**src/rtl/peak_pkg.sv**
```systemverilog
// Shared types and defaults for the stream peak detector.
// Holds the FSM state enum and the default sample/index widths.
package peak_pkg;

  localparam int DEF_S = 8;
  localparam int DEF_N = 16;

  localparam int SAMPLE_W = DEF_S;
  localparam int IDX_W    = $clog2(DEF_N);

  typedef logic [SAMPLE_W-1:0] sample_t;
  typedef logic [IDX_W-1:0]    index_t;

  typedef enum logic {
    ACCUM = 1'b0,
    HOLD  = 1'b1
  } state_t;

endpackage

```
**src/rtl/mag_cmp.sv**
```systemverilog
// Unsigned magnitude comparator: eq = (a == b), gt = (a > b).
// Purely combinational, zero latency, no flow control.
module mag_cmp #(
  parameter int S = 8
) (
  input  logic [S-1:0] a,
  input  logic [S-1:0] b,
  output logic         eq,
  output logic         gt
);

  assign eq = (a == b);
  assign gt = (a > b);

endmodule

```
**src/rtl/stream_peak_detector.sv**
```systemverilog
// Frame peak detector: max/first-index/all-equal over N samples (min tracking with PEAK_MIN_EN).
// Latency: result valid the cycle after the N-th accept; in_ready=0 while the result is held.
// Backpressure: out_ready low holds the result and stalls the input indefinitely.
module stream_peak_detector
  import peak_pkg::*;
#(
  parameter  int S  = DEF_S,
  parameter  int N  = DEF_N,
  localparam int IW = $clog2(N)
) (
  input  logic          clk,
  input  logic          rst,
  input  logic          in_valid,
  output logic          in_ready,
  input  logic [S-1:0]  in_data,
  output logic          out_valid,
  input  logic          out_ready,
  output logic [S-1:0]  out_max,
  output logic [IW-1:0] out_max_idx,
`ifdef PEAK_MIN_EN
  output logic [S-1:0]  out_min,
  output logic [IW-1:0] out_min_idx,
`endif
  output logic          out_all_eq
);

  state_t        state_q, state_d;
  logic [IW-1:0] cnt_q, cnt_d;
  logic [S-1:0]  max_q, max_d;
  logic [IW-1:0] max_idx_q, max_idx_d;
  logic [S-1:0]  first_q, first_d;
  logic          all_eq_q, all_eq_d;

  logic accept;
  logic max_gt, unused_max_eq;
  logic first_eq, unused_first_gt;

  mag_cmp #(.S(S)) u_cmp_max (
    .a  (in_data),
    .b  (max_q),
    .eq (unused_max_eq),
    .gt (max_gt)
  );

  mag_cmp #(.S(S)) u_cmp_first (
    .a  (in_data),
    .b  (first_q),
    .eq (first_eq),
    .gt (unused_first_gt)
  );

`ifdef PEAK_MIN_EN
  logic [S-1:0]  min_q, min_d;
  logic [IW-1:0] min_idx_q, min_idx_d;
  logic          min_gt, unused_min_eq;

  // min_q > in_data means the new sample is strictly smaller.
  mag_cmp #(.S(S)) u_cmp_min (
    .a  (min_q),
    .b  (in_data),
    .eq (unused_min_eq),
    .gt (min_gt)
  );
`endif

  // Gated by rst so the input looks stalled while reset is held.
  assign in_ready  = (state_q == ACCUM) && !rst;
  assign out_valid = (state_q == HOLD);
  assign accept    = in_valid && in_ready;

  always_comb begin
    state_d   = state_q;
    cnt_d     = cnt_q;
    max_d     = max_q;
    max_idx_d = max_idx_q;
    first_d   = first_q;
    all_eq_d  = all_eq_q;
`ifdef PEAK_MIN_EN
    min_d     = min_q;
    min_idx_d = min_idx_q;
`endif

    case (state_q)
      ACCUM: begin
        if (accept) begin
          if (cnt_q == '0) begin
            max_d     = in_data;
            max_idx_d = '0;
            first_d   = in_data;
            all_eq_d  = 1'b1;
`ifdef PEAK_MIN_EN
            min_d     = in_data;
            min_idx_d = '0;
`endif
          end else begin
            // Strict compares only: ties keep the earliest index.
            if (max_gt) begin
              max_d     = in_data;
              max_idx_d = cnt_q;
            end
            if (!first_eq) begin
              all_eq_d = 1'b0;
            end
`ifdef PEAK_MIN_EN
            if (min_gt) begin
              min_d     = in_data;
              min_idx_d = cnt_q;
            end
`endif
          end

          if (cnt_q == IW'(N - 1)) begin
            cnt_d   = '0;
            state_d = HOLD;
          end else begin
            cnt_d = cnt_q + IW'(1);
          end
        end
      end
      HOLD: begin
        if (out_ready) begin
          state_d = ACCUM;
        end
      end
      default: state_d = ACCUM;
    endcase
  end

  always_ff @(posedge clk) begin
    if (rst) begin
      state_q   <= ACCUM;
      cnt_q     <= '0;
      max_q     <= '0;
      max_idx_q <= '0;
      first_q   <= '0;
      all_eq_q  <= 1'b0;
`ifdef PEAK_MIN_EN
      min_q     <= '0;
      min_idx_q <= '0;
`endif
    end else begin
      state_q   <= state_d;
      cnt_q     <= cnt_d;
      max_q     <= max_d;
      max_idx_q <= max_idx_d;
      first_q   <= first_d;
      all_eq_q  <= all_eq_d;
`ifdef PEAK_MIN_EN
      min_q     <= min_d;
      min_idx_q <= min_idx_d;
`endif
    end
  end

  assign out_max     = max_q;
  assign out_max_idx = max_idx_q;
  assign out_all_eq  = all_eq_q;
`ifdef PEAK_MIN_EN
  assign out_min     = min_q;
  assign out_min_idx = min_idx_q;
`endif

endmodule

```
**config.mk**
```make
export PLATFORM = sky130hd
export DESIGN_NAME = stream_peak_detector
export DESIGN_NICKNAME = d
export VERILOG_FILES = /design/src/rtl/peak_pkg.sv /design/src/rtl/mag_cmp.sv /design/src/rtl/stream_peak_detector.sv
export SDC_FILE = /design/constraint.sdc
export NUM_CORES = 1
export LEC_CHECK = 0
export CAP_MARGIN = 15
export CORE_AREA = 2 2 65 67
export CTS_CLUSTER_SIZE = 25
export DETAILED_ROUTE_END_ITERATION = 10
export DIE_AREA = 0 0 67 69
export GPL_TIMING_DRIVEN = 0
export PLACE_DENSITY = 0.7
export SYNTH_ARGS = -nofsm -noshare
export SYNTH_HDL_FRONTEND = slang
export SYNTH_HIERARCHICAL = 1
export SYNTH_SLANG_ARGS = --single-unit
```
**constraint.sdc**
```tcl
create_clock -name clk -period 4.76 [get_ports clk]
set_input_delay 0.952 -clock clk [delete_from_list [all_inputs] [get_ports clk]]
set_output_delay 0.952 -clock clk [all_outputs]
set_load 0.01 [all_outputs]
```
# Yosys cells after proc, flatten, opt, wreduce, memory -nomap -nowiden
# Cells that the tools add are included.
# totals
elab_cells	32
out_inout_bits	15
reg_bits	26
# classes
reduce_logical	9
n_lt_le_gt_ge	1
eq_ne	3
mux	11
n_addsub	1
bitwise	1
# ops
operator	n
2-to-1 mux 8 bit	2
2-to-1 mux 4 bit	3
AND reduction 3 bit	3
equality test 8 bit	1
greater-than comparator 8 bit	1
2-to-1 mux 1 bit	5
adder 4 x 1 -> 4 bit (second input constant)	1
equality test 4 bit (second input constant)	1
logical NOT 4 bit	1
logical AND 1 bit	2
inequality test 2 x 1 -> 1 bit (second input constant)	1
one-hot mux 1 bit (2 select lines)	1
AND reduction 2 bit	1
nonzero test 2 bit	1
logical NOT 1 bit	1
inverter 1 bit	1

# Logic depth before layout (Yosys ltp)
# Gate-level depths: netlist (run 1).
# logic_depth
depth_word	5
depth_mapped	8
mapped_depth_nobuf	8

# Hierarchy
# The synthesis (run 1) kept the hierarchy.
# modules_own_cells
mod	cells_each	seq_area_each_um2	area_per_inst_um2	instances
stream_peak_detector	115	520.5	1083.5	1
mag_cmp	28	0.0	220.2	2

# Least setup slack after synthesis (run 1)
# OpenSTA, ideal clock, no wires.
# synth_path
kind	input to output
from	in rst
to	out in_ready
arrival_ps	1727
n_path_buf	3
required_time_ps	3808
slack_ps	2081
path_stages	4
path_cell_list	buf_6 clkbuf_1 clkbuf_1 nor2_1
# synth_between
elab_chain_cells	2
# synth_lines
element	line	source
start: declaration	stream_peak_detector.sv:12	input logic rst,
logical NOT 1 bit	stream_peak_detector.sv:67	assign in_ready = (state_q == ACCUM) && !rst;
logical AND 1 bit	stream_peak_detector.sv:67	
end: declaration	stream_peak_detector.sv:14	output logic in_ready,
# No other way between the ends.

# Worst setup path after layout (run 1)
# Same ends and word-level chain as after synthesis.

==> results of run 1 <==
==> critical path, stage by stage <==
cell             delay, ns
clkdlybuf4s50_1       0.48
buf_6                 0.16
clkbuf_1              0.34
clkbuf_1              0.44
nor2_1                0.07
clkdlybuf4s50_1       0.49
==> sequential cells by signal, summed over array words and instances, names as in the netlist <==
register and count:
cnt_q 4, out_all_eq 1, first_q 8, out_valid 1
out_max 8, out_max_idx 4
==> placed cells by master, fill, tap and decap left out <==
master,instances
nand3_1,13
or3b_2,1
nor2b_4,1
inv_1,21
o21a_1,1
a311oi_1,1
nor2_1,3
o32ai_1,2
nand4_1,2
clkbuf_1,4
o31ai_1,1
o21ai_0,13
or3_1,1
or3b_1,1
clkdlybuf4s50_1,26
nand2_1,4
a41oi_1,1
nor2b_1,8
o22a_1,1
or2_2,1
a21oi_2,1
mux2_2,8
nor3b_1,1
buf_2,2
clkbuf_8,4
a21oi_1,16
o21ai_2,1
ha_1,18
dfxtp_1,26
buf_6,1
nand4_2,2
o211ai_2,1
nand2b_1,3
nor3b_4,1
==> report_power, final <==
group / switching (mW) / internal (mW) / total [mW]
logic: 0.0540 / 0.0550 / 0.109
registers: 0.00749 / 0.229 / 0.237
clock network: 0.0712 / 0.0740 / 0.145
total: 0.133 / 0.358 / 0.491
==> path summary, 6_finish.rpt <==
| kind | slack (ns) | start | endpoint |
|---|---|---|---|
| setup / recovery | 0.87 | rst | in_ready |
| hold / removal | 0.48 | out_max_idx[0] | out_max_idx[0] |
| setup reg to reg | 2.59 | out_max[1] | out_max[4] |
| hold reg to reg | 0.48 | out_max_idx[0] | out_max_idx[0] |
==> per-layer routing <==
| layer | global-route usage, % | part of all wire, % | vias up |
|---|---|---|---|
| met5 | 0 | 0 | - |
| met4 | 4.08 | 1.2 | 0 |
| met3 | 2.12 | 2.8 | 4 |
| met2 | 21.1 | 47 | 19 |
| met1 | 19.1 | 49 | 560 |
| li1 | - | - | 613 |
==> through the flow <==
step,util (%),worst slack (ns),std cells
finish,46.8,0.865,241
floorplan,-,2.08,161
global route,46.8,0.728,241
detailed placement,45.4,0.874,237
global placement,45.4,0.887,237
CTS,46.8,0.847,241
==> area by class of cell <==
cell class	instances	area [µm²]	area share, %
clock buffers	4	55.1	3.01
multi-input cells	107	817	44.6
plain buffers	7	36.3	1.98
inverters	21	78.8	4.31
flip-flops and latches	26	520	28.4
well taps	50	62.6	3.42
repair buffers	26	260	14.2
==> run metrics, run 1 <==
status finished, final reports clean; DRT iter0 DRCs 42; post-cts resize count 0; core area 0.00391 mm²; layout cells sized above 1 approximately an eighth; GRT Total Usage between 10% and 20%; number of nets still failing antenna checks after routing 0; Worst slew margin approximately two thirds; CTS H-Tree Depth 1; synthesized net count about 190; Congestion Overflow GR 0; maximum VDD drop a little over 0.00008 V; GPL Wtd Cong 0.743; Critical Path RT between 3 and 4 ns; DRC violations left 0; Synth Cell Area around 0.0015 mm²; clock latency on the worst-skew pair roughly 0.27 ns; final setup vio count 0; layout filler cell count ~400; Starting Density a little under two fifths; TritonCTS clock tree built; cell area power density about 270 mW/mm²; CTS Hold Bufs 0; WL/cell ~12 µm; clk buf depth 2; WHS Path Cells 2; cells after synthesis 161; row count 23; final clock period utilization by the worst path between 80% and 90%; Die Width 67 µm; boundary pin count 27; Hold Slack 0.480 ns; post-route minimum period 3.89 ns; clk_skew between 0.005 and 0.006 ns; worst slew pin tran between 0.4 and 0.5 ns; TritonCTS Buffers 3; leakage power 0.689 nW; CTS clock-pin slew for the worst setup and hold paths around 0.09 ns; hold crit path type reg2reg; Die ar. around 0.0046 mm²; WL final 2960 µm; Arr. time, crit path slightly below 3 ns; largest net degree at the start of global routing 15; Antenna Diode Count 0; final hold vios 0; CTS root buf clkbuf_8; Avg Vias per Cell just under 5; Vias between 1000 and 1500; critical path type in2out; total number of yosys warnings 6; CP Launch Type primary input; Area Growth Syn to Fin 26.0%; Die Y around 69 µm; MaxCap Viol Count 0; Setup Fix Bufs, Post-CTS 0; max-slew violation count 0; first-pass GRT wire length 5000 µm; fmax 0.257 GHz; nets between 200 and 250; setup TNS 0 ns; Cell Area, Placed ~0.0018 mm²; clk sinks 26; initial antenna violation count 0; syn avg cell area 9.02 µm²; CP Max Fanout 10; vias in the first global route 1103; Detailed Place HPWL about 2200 µm; Reg2Reg Depth 8; crit path capture type primary output; first-pass iteration count of the detailed router 4; Design Area, Final 0.00183 mm²; Design Power just under 0.5 mW; unrepaired setup endpoints after global routing false; IO Port Bufs 26
No activity file was read; power rests on OpenSTA's default activity.
==> run 2: changes to the inputs <==
Clock period 4.76 ns to 3.86 ns, I/O delays scaled along.
==> results of run 2 <==
The final DEF is identical to that of run 1. Status: finished, final reports clean.
Main changes from that run: setup slack after placement 0.874 ns -> 0.334 ns; setup slack after layout 0.865 ns -> 0.325 ns; register-to-register setup slack 2.59 ns -> 1.69 ns; total power 0.491 mW -> 0.605 mW; worst IR drop on VDD 0.0000827 V -> 0.000102 V
